===== src/rtl/scoreboard_hazard_unit_pkg.sv =====
// Shared core constants: opcode encodings, hazard priority encoding and the
// stall/flush control word decoded from it.
package scoreboard_hazard_unit_pkg;

  localparam logic [6:0] OPC_LOAD   = 7'b0000011;
  localparam logic [6:0] OPC_STORE  = 7'b0100011;
  localparam logic [6:0] OPC_OP_IMM = 7'b0010011;
  localparam logic [6:0] OPC_OP     = 7'b0110011;
  localparam logic [6:0] OPC_LUI    = 7'b0110111;
  localparam logic [6:0] OPC_AUIPC  = 7'b0010111;
  localparam logic [6:0] OPC_BRANCH = 7'b1100011;
  localparam logic [6:0] OPC_JAL    = 7'b1101111;
  localparam logic [6:0] OPC_JALR   = 7'b1100111;

  // Highest-priority condition first: reset, memory stall, redirect,
  // scoreboard stall, front-end flush (JAL / no fetch data), idle.
  typedef enum logic [2:0] {
    PRI_IDLE,
    PRI_RESET,
    PRI_MEM,
    PRI_REDIRECT,
    PRI_SB,
    PRI_FRONT
  } hazard_pri_e;

  typedef struct packed {
    logic stall_decode;
    logic stall_execute;
    logic stall_memory;
    logic flush_decode;
    logic flush_execute;
    logic flush_writeback;
  } hazard_ctrl_t;

  function automatic logic opcode_writes_rd(input logic [6:0] opc);
    logic w;
    case (opc)
      OPC_LOAD, OPC_OP_IMM, OPC_OP, OPC_LUI,
      OPC_AUIPC, OPC_JAL, OPC_JALR:  w = 1'b1;
      OPC_STORE, OPC_BRANCH:         w = 1'b0;
      default:                       w = 1'b0;
    endcase
    return w;
  endfunction

  function automatic logic opcode_long_latency(input logic [6:0] opc);
    return opc == OPC_LOAD;
  endfunction

  function automatic hazard_pri_e hazard_priority(input logic rst,
                                                  input logic mem_stall,
                                                  input logic redirect,
                                                  input logic sb_stall,
                                                  input logic front_flush);
    hazard_pri_e p;
    if (rst)              p = PRI_RESET;
    else if (mem_stall)   p = PRI_MEM;
    else if (redirect)    p = PRI_REDIRECT;
    else if (sb_stall)    p = PRI_SB;
    else if (front_flush) p = PRI_FRONT;
    else                  p = PRI_IDLE;
    return p;
  endfunction

  function automatic hazard_ctrl_t hazard_ctrl(input hazard_pri_e pri);
    hazard_ctrl_t c;
    c = '0;
    case (pri)
      PRI_MEM: begin
        c.stall_decode    = 1'b1;
        c.stall_execute   = 1'b1;
        c.stall_memory    = 1'b1;
        c.flush_writeback = 1'b1;
      end
      PRI_REDIRECT: begin
        c.flush_decode  = 1'b1;
        c.flush_execute = 1'b1;
      end
      PRI_SB: begin
        c.stall_decode  = 1'b1;
        c.flush_execute = 1'b1;
      end
      PRI_FRONT: c.flush_decode = 1'b1;
      default:   c = '0;
    endcase
    return c;
  endfunction

endpackage


===== src/rtl/scoreboard_hazard_unit_pending_table.sv =====
// Pending-write bitmap and in-flight counter for long-latency destinations.
module sb_pending_table #(
  parameter int NUM_REGS        = 32,
  parameter int MAX_OUTSTANDING = 4
) (
  input  logic                                 clock,
  input  logic                                 reset,
  input  logic                                 set_valid_i,
  input  logic [$clog2(NUM_REGS)-1:0]          set_rd_i,
  input  logic                                 clr_valid_i,
  input  logic [$clog2(NUM_REGS)-1:0]          clr_rd_i,
  output logic [NUM_REGS-1:0]                  pending_o,
  output logic [$clog2(MAX_OUTSTANDING+1)-1:0] outstanding_o,
  output logic                                 sb_error_o
);

  localparam int OW = $clog2(MAX_OUTSTANDING + 1);

  logic [NUM_REGS-1:0] pending_q, pending_d;
  logic [OW-1:0]       outstanding_q, outstanding_d;
  logic                error_q, error_d;
  logic                set_en, clr_en;

  // Next state: set on issue, clear on legal completion; bad completions only flag.
  always_comb begin
    set_en = set_valid_i & (set_rd_i != '0);
    clr_en = clr_valid_i & (clr_rd_i != '0) & pending_q[clr_rd_i];

    pending_d = pending_q;
    if (set_en) pending_d[set_rd_i] = 1'b1;
    if (clr_en) pending_d[clr_rd_i] = 1'b0;
    pending_d[0] = 1'b0;

    outstanding_d = outstanding_q;
    case ({set_en, clr_en})
      2'b10:   outstanding_d = outstanding_q + OW'(1);
      2'b01:   outstanding_d = outstanding_q - OW'(1);
      default: outstanding_d = outstanding_q;
    endcase

    error_d = error_q | (clr_valid_i & ~clr_en);
  end

  // Scoreboard state registers.
  always_ff @(posedge clock or posedge reset) begin
    if (reset) begin
      pending_q     <= '0;
      outstanding_q <= '0;
      error_q       <= 1'b0;
    end else begin
      pending_q     <= pending_d;
      outstanding_q <= outstanding_d;
      error_q       <= error_d;
    end
  end

  assign pending_o     = pending_q;
  assign outstanding_o = outstanding_q;
  assign sb_error_o    = error_q;

endmodule


===== src/rtl/scoreboard_hazard_unit.sv =====
// Pipeline hazard unit: scoreboard RAW/WAW/capacity stalls combined with
// memory stall, execute redirect and front-end flush priorities.
module scoreboard_hazard_unit
  import scoreboard_hazard_unit_pkg::*;
#(
  parameter int CORE            = 0,
  parameter int NUM_REGS        = 32,
  parameter int MAX_OUTSTANDING = 4,
  parameter int SCAN_CYCLES_MIN = 0,
  parameter int SCAN_CYCLES_MAX = 1000
) (
  input  logic                                 clock,
  input  logic                                 reset,
  input  logic                                 issue_valid,
  input  logic [$clog2(NUM_REGS)-1:0]          rs1,
  input  logic [$clog2(NUM_REGS)-1:0]          rs2,
  input  logic                                 rs1_read,
  input  logic                                 rs2_read,
  input  logic [$clog2(NUM_REGS)-1:0]          rd_decode,
  input  logic                                 regWrite_decode,
  input  logic                                 long_latency_decode,
  input  logic                                 complete_valid,
  input  logic [$clog2(NUM_REGS)-1:0]          complete_rd,
  input  logic                                 fetch_valid,
  input  logic                                 memory_ready,
  input  logic                                 memory_busy,
  input  logic                                 redirect_execute,
  input  logic                                 jal_decode,
  output logic                                 stall_decode,
  output logic                                 stall_execute,
  output logic                                 stall_memory,
  output logic                                 flush_decode,
  output logic                                 flush_execute,
  output logic                                 flush_writeback,
  output logic [NUM_REGS-1:0]                  pending,
  output logic [$clog2(MAX_OUTSTANDING+1)-1:0] outstanding,
  output logic                                 sb_error,
  input  logic                                 scan
);

  localparam int OW = $clog2(MAX_OUTSTANDING + 1);

  logic         raw_hazard, waw_hazard, full_hazard, sb_stall, mem_stall;
  logic         fire, set_valid;
  hazard_pri_e  pri;
  hazard_ctrl_t ctrl;
  logic [31:0]  cycle_q;

  // Hazard detection, priority resolution and issue qualification.
  always_comb begin
    raw_hazard  = (rs1_read & pending[rs1] & (rs1 != '0))
                | (rs2_read & pending[rs2] & (rs2 != '0));
    waw_hazard  = regWrite_decode & (rd_decode != '0) & pending[rd_decode];
    full_hazard = long_latency_decode & regWrite_decode
                & (outstanding == OW'(MAX_OUTSTANDING));
    sb_stall    = issue_valid & (raw_hazard | waw_hazard | full_hazard);
    mem_stall   = memory_busy & ~memory_ready;
    pri         = hazard_priority(reset, mem_stall, redirect_execute, sb_stall,
                                  jal_decode | ~fetch_valid);
    ctrl        = hazard_ctrl(pri);
    fire        = issue_valid & ~ctrl.stall_decode & ~ctrl.flush_decode
                & ~mem_stall & ~redirect_execute;
    set_valid   = fire & long_latency_decode & regWrite_decode;
  end

  assign stall_decode    = ctrl.stall_decode;
  assign stall_execute   = ctrl.stall_execute;
  assign stall_memory    = ctrl.stall_memory;
  assign flush_decode    = ctrl.flush_decode;
  assign flush_execute   = ctrl.flush_execute;
  assign flush_writeback = ctrl.flush_writeback;

  sb_pending_table #(
    .NUM_REGS        (NUM_REGS),
    .MAX_OUTSTANDING (MAX_OUTSTANDING)
  ) u_table (
    .clock         (clock),
    .reset         (reset),
    .set_valid_i   (set_valid),
    .set_rd_i      (rd_decode),
    .clr_valid_i   (complete_valid),
    .clr_rd_i      (complete_rd),
    .pending_o     (pending),
    .outstanding_o (outstanding),
    .sb_error_o    (sb_error)
  );

  // Free-running cycle counter used to window the scan report.
  always_ff @(posedge clock or posedge reset) begin
    if (reset) cycle_q <= '0;
    else       cycle_q <= cycle_q + 32'd1;
  end

`ifndef SYNTHESIS
  localparam logic [31:0] SCAN_LO   = 32'(SCAN_CYCLES_MIN);
  localparam logic [31:0] SCAN_SPAN = 32'(SCAN_CYCLES_MAX - SCAN_CYCLES_MIN);

  // Simulation-only per-cycle state report; the unsigned offset compare
  // covers the whole [min, max] window in one test.
  always_ff @(posedge clock) begin
    if (!reset && scan && ((cycle_q - SCAN_LO) <= SCAN_SPAN))
      $display("core %0d cycle %0d pending %h outstanding %0d sd %b se %b sm %b fd %b fe %b fwb %b",
               CORE, cycle_q, pending, outstanding, stall_decode, stall_execute,
               stall_memory, flush_decode, flush_execute, flush_writeback);
  end
`endif

endmodule


===== config.mk =====
export PLATFORM = sky130hd
export DESIGN_NAME = scoreboard_hazard_unit
export DESIGN_NICKNAME = d
export VERILOG_FILES = /design/src/rtl/scoreboard_hazard_unit_pkg.sv /design/src/rtl/scoreboard_hazard_unit_pending_table.sv /design/src/rtl/scoreboard_hazard_unit.sv
export SDC_FILE = /design/constraint.sdc
export NUM_CORES = 1
export LEC_CHECK = 0
export BUFFER_PORTS_ARGS = -buffer_cell sky130_fd_sc_hd__buf_2
export CORE_AREA = 2 2 87 89
export CTS_CLUSTER_DIAMETER = 30
export DETAILED_ROUTE_END_ITERATION = 10
export DIE_AREA = 0 0 89 91
export GPL_ROUTABILITY_DRIVEN = 0
export PLACE_DENSITY = 0.68
export SLEW_MARGIN = 25
export SYNTH_ARGS = -nofsm -noshare
export SYNTH_HDL_FRONTEND = slang
export SYNTH_SLANG_ARGS = --single-unit

===== constraint.sdc =====
create_clock -name clock -period 3.9 [get_ports clock]
set_input_delay 0.195 -clock clock [delete_from_list [all_inputs] [get_ports clock]]
set_output_delay 0.195 -clock clock [all_outputs]
set_load 0.01 [all_outputs]

==> results of run 1 <==
power groups by stage:
stage                     combinational, W  clock, W  sequential (W)
after floorplan                   0.000132         0        0.000404
after global placement            0.000197         0        0.000398
after detailed placement          0.000202         0        0.000398
after CTS                         0.000203  0.000303        0.000392
after global routing              0.000228  0.000320        0.000394
final                             0.000204  0.000303        0.000392
critical path, delay by kind of cell (launching register included):
family / cells / cell delay, ns
xor+xnor: 2 / 0.31
flops: 1 / 0.49
buf+inv: 2 / 0.15
fa+ha+maj: 2 / 0.58
simple gates: 2 / 0.28
mux: 1 / 0.47
compound gates: 4 / 0.87
synthesized netlist by cell type (all sizes together) (2+ instances only):
cell type / n / area share [%]
nor2b: 6 / 1.2
o2111ai: 9 / 2.5
xor2: 2 / 0.56
nor4: 2 / 0.40
mux2: 6 / 2.1
o22ai: 20 / 4.0
nand3: 2 / 0.32
dfrtp: 35 / 28
o32ai: 16 / 4.4
a21boi: 2 / 0.48
and2: 2 / 0.40
mux4: 16 / 12
nor3b: 2 / 0.48
or2: 2 / 0.40
nand4: 7 / 1.4
clkbuf: 9 / 1.4
nor4b: 2 / 0.56
a21oi: 35 / 5.6
nor3: 4 / 0.79
a221oi: 3 / 0.83
a21o: 2 / 0.52
nand2: 19 / 2.3
buf: 14 / 3.1
a32oi: 3 / 1.1
inv: 45 / 5.4
a22o: 2 / 0.56
nor2: 16 / 2.0
or2b: 2 / 0.56
nand2b: 9 / 1.8
mux2i: 24 / 7.6
a31oi: 3 / 0.60
cell families after synthesis:
family | share of synthesized area (%)
compound gates | 24.0
simple gates | 14.8
buf+inv | 9.88
mux | 21.5
flops | 27.8
xor+xnor | 0.834
fa+ha+maj | 1.03
other cells | 0.119
flip-flops by register name (all words and copies together) (netlist names):
register	flops
u_table.sb_error_o	1
u_table.pending_o	31
u_table.outstanding_o	3
placed cells by master (no fill, tap or decap), types with 2 or more instances in the layout:
cell type  instances
nand2_1           18
nor3b_1            2
o22ai_1           20
mux4_1             2
nor4b_1            2
inv_1             45
nor4_1             2
clkbuf_8           7
nor3_1             3
and2_1             2
nand2b_1           9
nand3_1            2
or2_2              2
mux4_2            13
a21oi_1           35
xor2_1             2
o32ai_1           16
a31oi_1            3
nor2b_1            6
nand4_1            7
mux2_2             6
o2111ai_1          9
nor2_1            15
mux2i_1           24
a32oi_1            2
buf_2             73
dfrtp_1           35
or2b_2             2
a221oi_1           3
a22o_1             2
final cells by class:
cell class                      instances  area share (%)
Tap cell                               99            3.43
Clock buffer                            8            2.77
Multi-Input combinational cell        241            54.3
Sequential cell                        35            24.2
Timing Repair Buffer                   75            10.6
Inverter                               45            4.67
per-stage QoR:
| step | instances | instance area [µm²] | util [%] | hold slack, ns |
|---|---|---|---|---|
| after floorplan | 344 | 3150 | - | 0.319 |
| after global placement | 494 | 3510 | 49.1 | 0.192 |
| after detailed placement | 494 | 3510 | 49.1 | 0.190 |
| after CTS | 503 | 3620 | 50.7 | 0.125 |
| after global routing | 503 | 3620 | 50.7 | 0.128 |
| final | 503 | 3620 | 50.7 | 0.126 |
path summary, 6_finish.rpt:
path | depth (start not counted) | endpoint | slack, ns | start
min in group asynchronous | 3 | u_table.outstanding_o[2] | 0.42 | reset
setup reg to reg | 13 | u_table.outstanding_o[2] | 0.67 | u_table.pending_o[2]
max in group asynchronous | 4 | u_table.pending_o[14] | 2.77 | reset
hold / removal | 2 | u_table.sb_error_o | 0.13 | complete_valid
setup / recovery | 13 | u_table.outstanding_o[2] | 0.67 | u_table.pending_o[2]
hold reg to reg | 1 | u_table.sb_error_o | 0.47 | u_table.sb_error_o
metal layers:
layer | track usage, % | vias up | wire (µm)
li1 | - | 1425 | -
met1 | 37.3 | 1551 | 4220
met2 | 38.9 | 229 | 4600
met3 | 3.73 | 46 | 1010
met4 | 11.4 | 0 | 386
met5 | 0 | - | 0
repair_timing:
item	CTS	global route
setup buffers	0	0
hold buffers	1	0
hold endpoints to repair	4	0
==> results.toml, run 1 <==
[yosys]
ys_ff_latch = 35
yosys_warnings = 0
yosysSeqAreaShare_pct = 27.8
ys.flop_type = "dfrtp_1"
syn_area_per_cell_um2 = 9.16
synthesis.nets = 380
async_flop_share_pct = 100
synth-edff-count = 0
postSynthCellCount = 344
synth.distinct_cells = 67
synth_area_um2 = 3150

[layout]
fillers = 706
areaGrowthSynthToFinish_pct = 14.7
multi_input_area_um2 = 1960
drive_gt1_share_pct = 29.0
antenna_cells = 0
fin_nets = 439
seq_area_um2 = 876

[hold_path]
hp-class = "in2reg"

[die]
ioPinCount = 76
die_h_um = 91
dieWidth_um = 89
rows = 31
coreArea_um2 = 7140
dieArea_um2 = 8100
start_util_pct = 44.2

[sta]
setup_violations = 0
slew_viol_final = 0
max_freq_mhz = 310
fin_ws_ns = 0.671
hold_viol_final = 0
finalSetupTns_ns = 0
clock_skew_ns = 0.00720
finalWorstPathRequiredPeriod_ns = 3.23
maxSlewHeadroom_pct = 37.3
grt_setup_unrepaired = "false"
tightest_slew_ns = 0.940
finalCritPeriodShare_pct = 82.8

[clock_network]
clock_sinks = 35
path_clk_slew_ns = 0.08
clk_path_buf_depth = 2
cts_resized = 0
worstSkewPairLatency_ns = 0.29
cts_tree = "done"
htreeDepth = 2
cts_root_buf = "clkbuf_8"
numCtsBuffers = 5

[job]
max-cap-violations = 0

[setup_path]
slowest_stage = "dfrtp_1"
crit_path_end_kind = "flip-flop"
crit_chain = "inv_1 -> mux4_2 -> a221oi_1 -> o211a_1 -> a211oi_4 -> nor3b_1 -> o21ai_0 -> ha_1 -> inv_1 -> fa_1 -> xor2_1 -> nor2_1 -> xor2_1"
crit_type = "reg2reg"
start_kind = "flip-flop"
path_max_fanout = 6
cp.arrival_ns = 3.45
cp.required_ns = 4.12
critPathMaxStageDelay_ns = 0.49

[power_and_ir_drop]
power_frac_comb_pct = 22.7
switching_power_w = 0.000279
power.leakage_nw = 1.54
finalPower_w = 0.000898
ir_worst_vdd_uv = 113
p_int_w = 0.000619
swShare_pct = 31.1
sequentialPowerShare_pct = 43.6
power_density_nw_per_um2 = 248
clockPowerShare_pct = 33.7

[grt]
overflow = 0
grt_pass1_vias = 3092
grt_pass1_wl_mm = 16.1
antenna_found_initial = 0
grt_max_degree = 34
grtUsageTotal_pct = 26.1

[detailed_routing]
wl_mm = 10.2
via_per_inst = 6.46
ant_nets = 0
firstDrtPassIters = 5
drc = 0
wl_per_cell_um = 20.3
drt_iter0_markers = 410
dr_total_vias = 3251

[run_status]
status = "finished, final reports clean"

[place]
dp_hpwl_mm = 7.49
pre_cts_ws_ns = 0.651
port_buffers = 73
No activity file was read; power rests on OpenSTA's default activity.
==> inputs of run 2 (changes only) <==
--- a/config.mk
+++ b/config.mk
@@ -5,11 +5,12 @@
 export SDC_FILE = /design/constraint.sdc
 export NUM_CORES = 1
 export LEC_CHECK = 0
+export ABC_AREA = 1
 export BUFFER_PORTS_ARGS = -buffer_cell sky130_fd_sc_hd__buf_2
-export CORE_AREA = 2 2 87 89
+export CORE_AREA = 2 2 89 91
 export CTS_CLUSTER_DIAMETER = 30
 export DETAILED_ROUTE_END_ITERATION = 10
-export DIE_AREA = 0 0 89 91
+export DIE_AREA = 0 0 91 93
 export GPL_ROUTABILITY_DRIVEN = 0
 export PLACE_DENSITY = 0.68
 export SLEW_MARGIN = 25
==> constraint.sdc (replaced) <==
create_clock -name clock -period 3.2 [get_ports clock]
set_input_delay 0.16 -clock clock [delete_from_list [all_inputs] [get_ports clock]]
set_output_delay 0.16 -clock clock [all_outputs]
set_load 0.01 [all_outputs]
==> run 2 against run 1 <==
  * The run now ends with hold timing left
  * Setup slack lost 0.16 ns
  * First-iteration DRC count grew 31%
  * Via count grew 28%
  * Critical path depth grew 9
  * Sequential share of layout area shrank 1.2 points
  * Wire length grew 15%
  * Area after synthesis grew 5.2%
  * Non-clock buffer count grew 8
  * Cell area grew 5.1%
  * Clock skew grew 0.0024 ns
  * Largest power group is now combinational cells
  * Highest routed layer unchanged
==> results.toml, run 2 <==
[power_and_ir_drop]
power.leakage_nw = 1.88
sequentialPowerShare_pct = 37.0
p_int_w = 0.00102
finalPower_w = 0.00185
ir_worst_vdd_uv = 217
swShare_pct = 45.1
switching_power_w = 0.000836
power_frac_comb_pct = 44.8
clockPowerShare_pct = 18.1
power_density_nw_per_um2 = 488

[die]
dieWidth_um = 91
dieArea_um2 = 8460
coreArea_um2 = 7530
start_util_pct = 44.0
die_h_um = 93
ioPinCount = 76
rows = 32

[sta]
slew_viol_final = 0
clock_skew_ns = 0.00963
grt_setup_unrepaired = "false"
maxSlewHeadroom_pct = 55.4
hold_viol_final = 9
max_freq_mhz = 372
setup_violations = 0
finalWorstPathRequiredPeriod_ns = 2.69
tightest_slew_ns = 0.667
finalCritPeriodShare_pct = 83.9
holdWs_ns = -0.00610
finalSetupTns_ns = 0

[place]
port_buffers = 73
dp_cells = 718
dp_hpwl_mm = 8.83

[detailed_routing]
via_per_inst = 5.74
drt_iter0_markers = 536
ant_nets = 0
drc = 0
wl_mm = 11.8
firstDrtPassIters = 5
wl_per_cell_um = 16.3
dr_total_vias = 4164

[yosys]
yosysSeqAreaShare_pct = 26.4
yosysMostFrequentCell = "nand2_1"
async_flop_share_pct = 100
synth_area_um2 = 3310
syn_area_per_cell_um2 = 5.90
synth.distinct_cells = 31
ys.flop_type = "dfrtp_1"
yosys.area.top_type = "dfrtp_1"
synth-edff-count = 0
synthesis.nets = 598
synth_top_area_share_pct = 26.4
synth_commonest_cells = "164 x nand2_1, 78 x inv_1, 49 x nand3_1, 49 x nor3_1, 43 x nor2_1"
yosys_warnings = 0
postSynthCellCount = 562
synth_area_leaders = "dfrtp_1 26%, nand2_1 19%, inv_1 8.8%"
ys_ff_latch = 35

[setup_path]
path_max_fanout = 4
critPathMaxStageDelay_ns = 0.40
crit_path_end_kind = "flip-flop"
crit_top_cell = "nand2_1"
crit_chain = "inv_1 -> nand2_1 -> nand3_1 -> nand2_1 -> nand2_1 -> nand2_1 -> inv_1 -> nand2_1 -> nand2_1 -> nand2_1 -> nand2_1 -> nand3_1 -> nand2_1 -> nand2_1 -> nand2_4 -> nand3_1 -> ha_1 -> inv_1 -> fa_1 -> a21oi_1 -> o21ai_0 -> xor2_1"
slowest_stage = "dfrtp_1"
cp.arrival_ns = 2.86
path_delay_family = "simple AND/OR/NAND/NOR gates"
start_kind = "flip-flop"
cp_num_buf_inv = 3
crit_type = "reg2reg"
cp.required_ns = 3.38

[grt]
grtUsageTotal_pct = 28.2
antenna_found_initial = 0
grt_pass1_vias = 3879
grt_max_degree = 36
grt_pass1_wl_mm = 19.0
overflow = 0

[clock_network]
cts_resized = 0
cts_root_buf = "clkbuf_8"
clock_sinks = 35
path_clk_slew_ns = 0.08
worstSkewPairLatency_ns = 0.30
post_cts_buffers = 0
clk_path_buf_depth = 2
htreeDepth = 2
numCtsBuffers = 5
cts_tree = "done"
postCtsHoldBufs = 0

[layout]
areaGrowthSynthToFinish_pct = 14.7
largest_reg_flops = 31
fin_nets = 659
final_cell_mix = "164 x nand2_1, 78 x inv_1, 73 x buf_2"
drive_gt1_share_pct = 15.2
antenna_cells = 0
final_cells = 725
fillers = 855
fin_util_pct = 50.5
final_common_cell = "nand2_1"

[hold_path]
hp-class = "in2async"

[run_status]
status = "finished with violations"
violations = "hold timing"

[job]
max-cap-violations = 0
==> run 2: cell count changes in the layout (fill, tap and decap cells not counted), sizes merged, moves of 16 or more <==
cell | before | now
nand2 | 19 | 165
nand3 | 2 | 49
nor3 | 4 | 49
inv | 45 | 80
nor2 | 16 | 43
mux2i | 24 | 0
nand4 | 7 | 31
mux4 | 16 | 0
o32ai | 16 | 0
==> run 2: stage by stage <==
| stage | setup slack, ns | instance area [µm²] |
|---|---|---|
| final | 0.514 | 3800 |
| after global routing | 0.254 | 3800 |
| after CTS | 0.528 | 3800 |
| after detailed placement | 0.397 | 3710 |
| after global placement | 0.470 | 3710 |
| after floorplan | 0.530 | 3310 |
==> run 2: cell type report <==
class | instances | area [µm²] | area share [%]
multi-input cells | 417 | 1970 | 51.7
flip-flops and latches | 35 | 876 | 23.0
repair buffers | 83 | 440 | 11.6
inverters | 81 | 304 | 8.00
well taps | 102 | 128 | 3.36
clock buffers | 6 | 82.6 | 2.17
clock inverters | 1 | 5.00 | 0.132
==> run 2: path summary, 6_finish.rpt <==
kind	cells past startpoint	to	start	slack [ns]
worst max-delay path	22	u_table.outstanding_o[2]	u_table.pending_o[21]	0.51
worst min-delay path	3	u_table.pending_o[3]	reset	-0.006
worst max register to register	22	u_table.outstanding_o[2]	u_table.pending_o[21]	0.51
worst min register to register	1	u_table.sb_error_o	u_table.sb_error_o	0.48
max in group asynchronous	3	u_table.pending_o[23]	reset	2.87
min in group clock	2	u_table.sb_error_o	complete_valid	0.13
==> run 2: cells by family (layout without fill, tap and decap cells) <==
group / after synthesis / count (layout) / synth area share (%)
simple gates: 338 / 338 / 44.7
buf+inv: 110 / 171 / 14.4
compound gates: 74 / 74 / 12.9
flops: 35 / 35 / 26.4
fa+ha+maj: 2 / 2 / 0.981
xor+xnor: 2 / 2 / 0.529
other cells: 1 / 1 / 0.113
==> run 2: power by group through the flow <==
stage | clock [W] | combinational, W | sequential, W
2_1_floorplan | 0 | 0.000465 | 0.000719
3_3_place_gp | 0 | 0.000806 | 0.000688
3_5_place_dp | 0 | 0.000817 | 0.000691
4_1_cts | 0.000337 | 0.000820 | 0.000683
5_1_grt | 0.000352 | 0.000921 | 0.000706
6_report | 0.000336 | 0.000831 | 0.000686
==> run 2: metal layers <==
layer,up-vias,wire (µm),share of wire (%),global-route usage [%]
met3,40,902,7.7,4.11
li1,1971,-,-,-
met2,224,5550,47,46.7
met4,0,464,3.9,13.4
met5,-,0,0,0
met1,1929,4870,41,36.4
==> run 2: worst register-to-register path: stages, from the launching register on <==
cell and delay [ns]:
dfrtp_1 0.40, inv_1 0.10, nand2_1 0.08, nand3_1 0.07
nand2_1 0.11, nand2_1 0.06, nand2_1 0.07, inv_1 0.03
nand2_1 0.05, nand2_1 0.04, nand2_1 0.05, nand2_1 0.10
nand3_1 0.11, nand2_1 0.08, nand2_1 0.12, nand2_4 0.06
nand3_1 0.07, ha_1 0.13, inv_1 0.06, fa_1 0.37
a21oi_1 0.15, o21ai_0 0.11, xor2_1 0.15
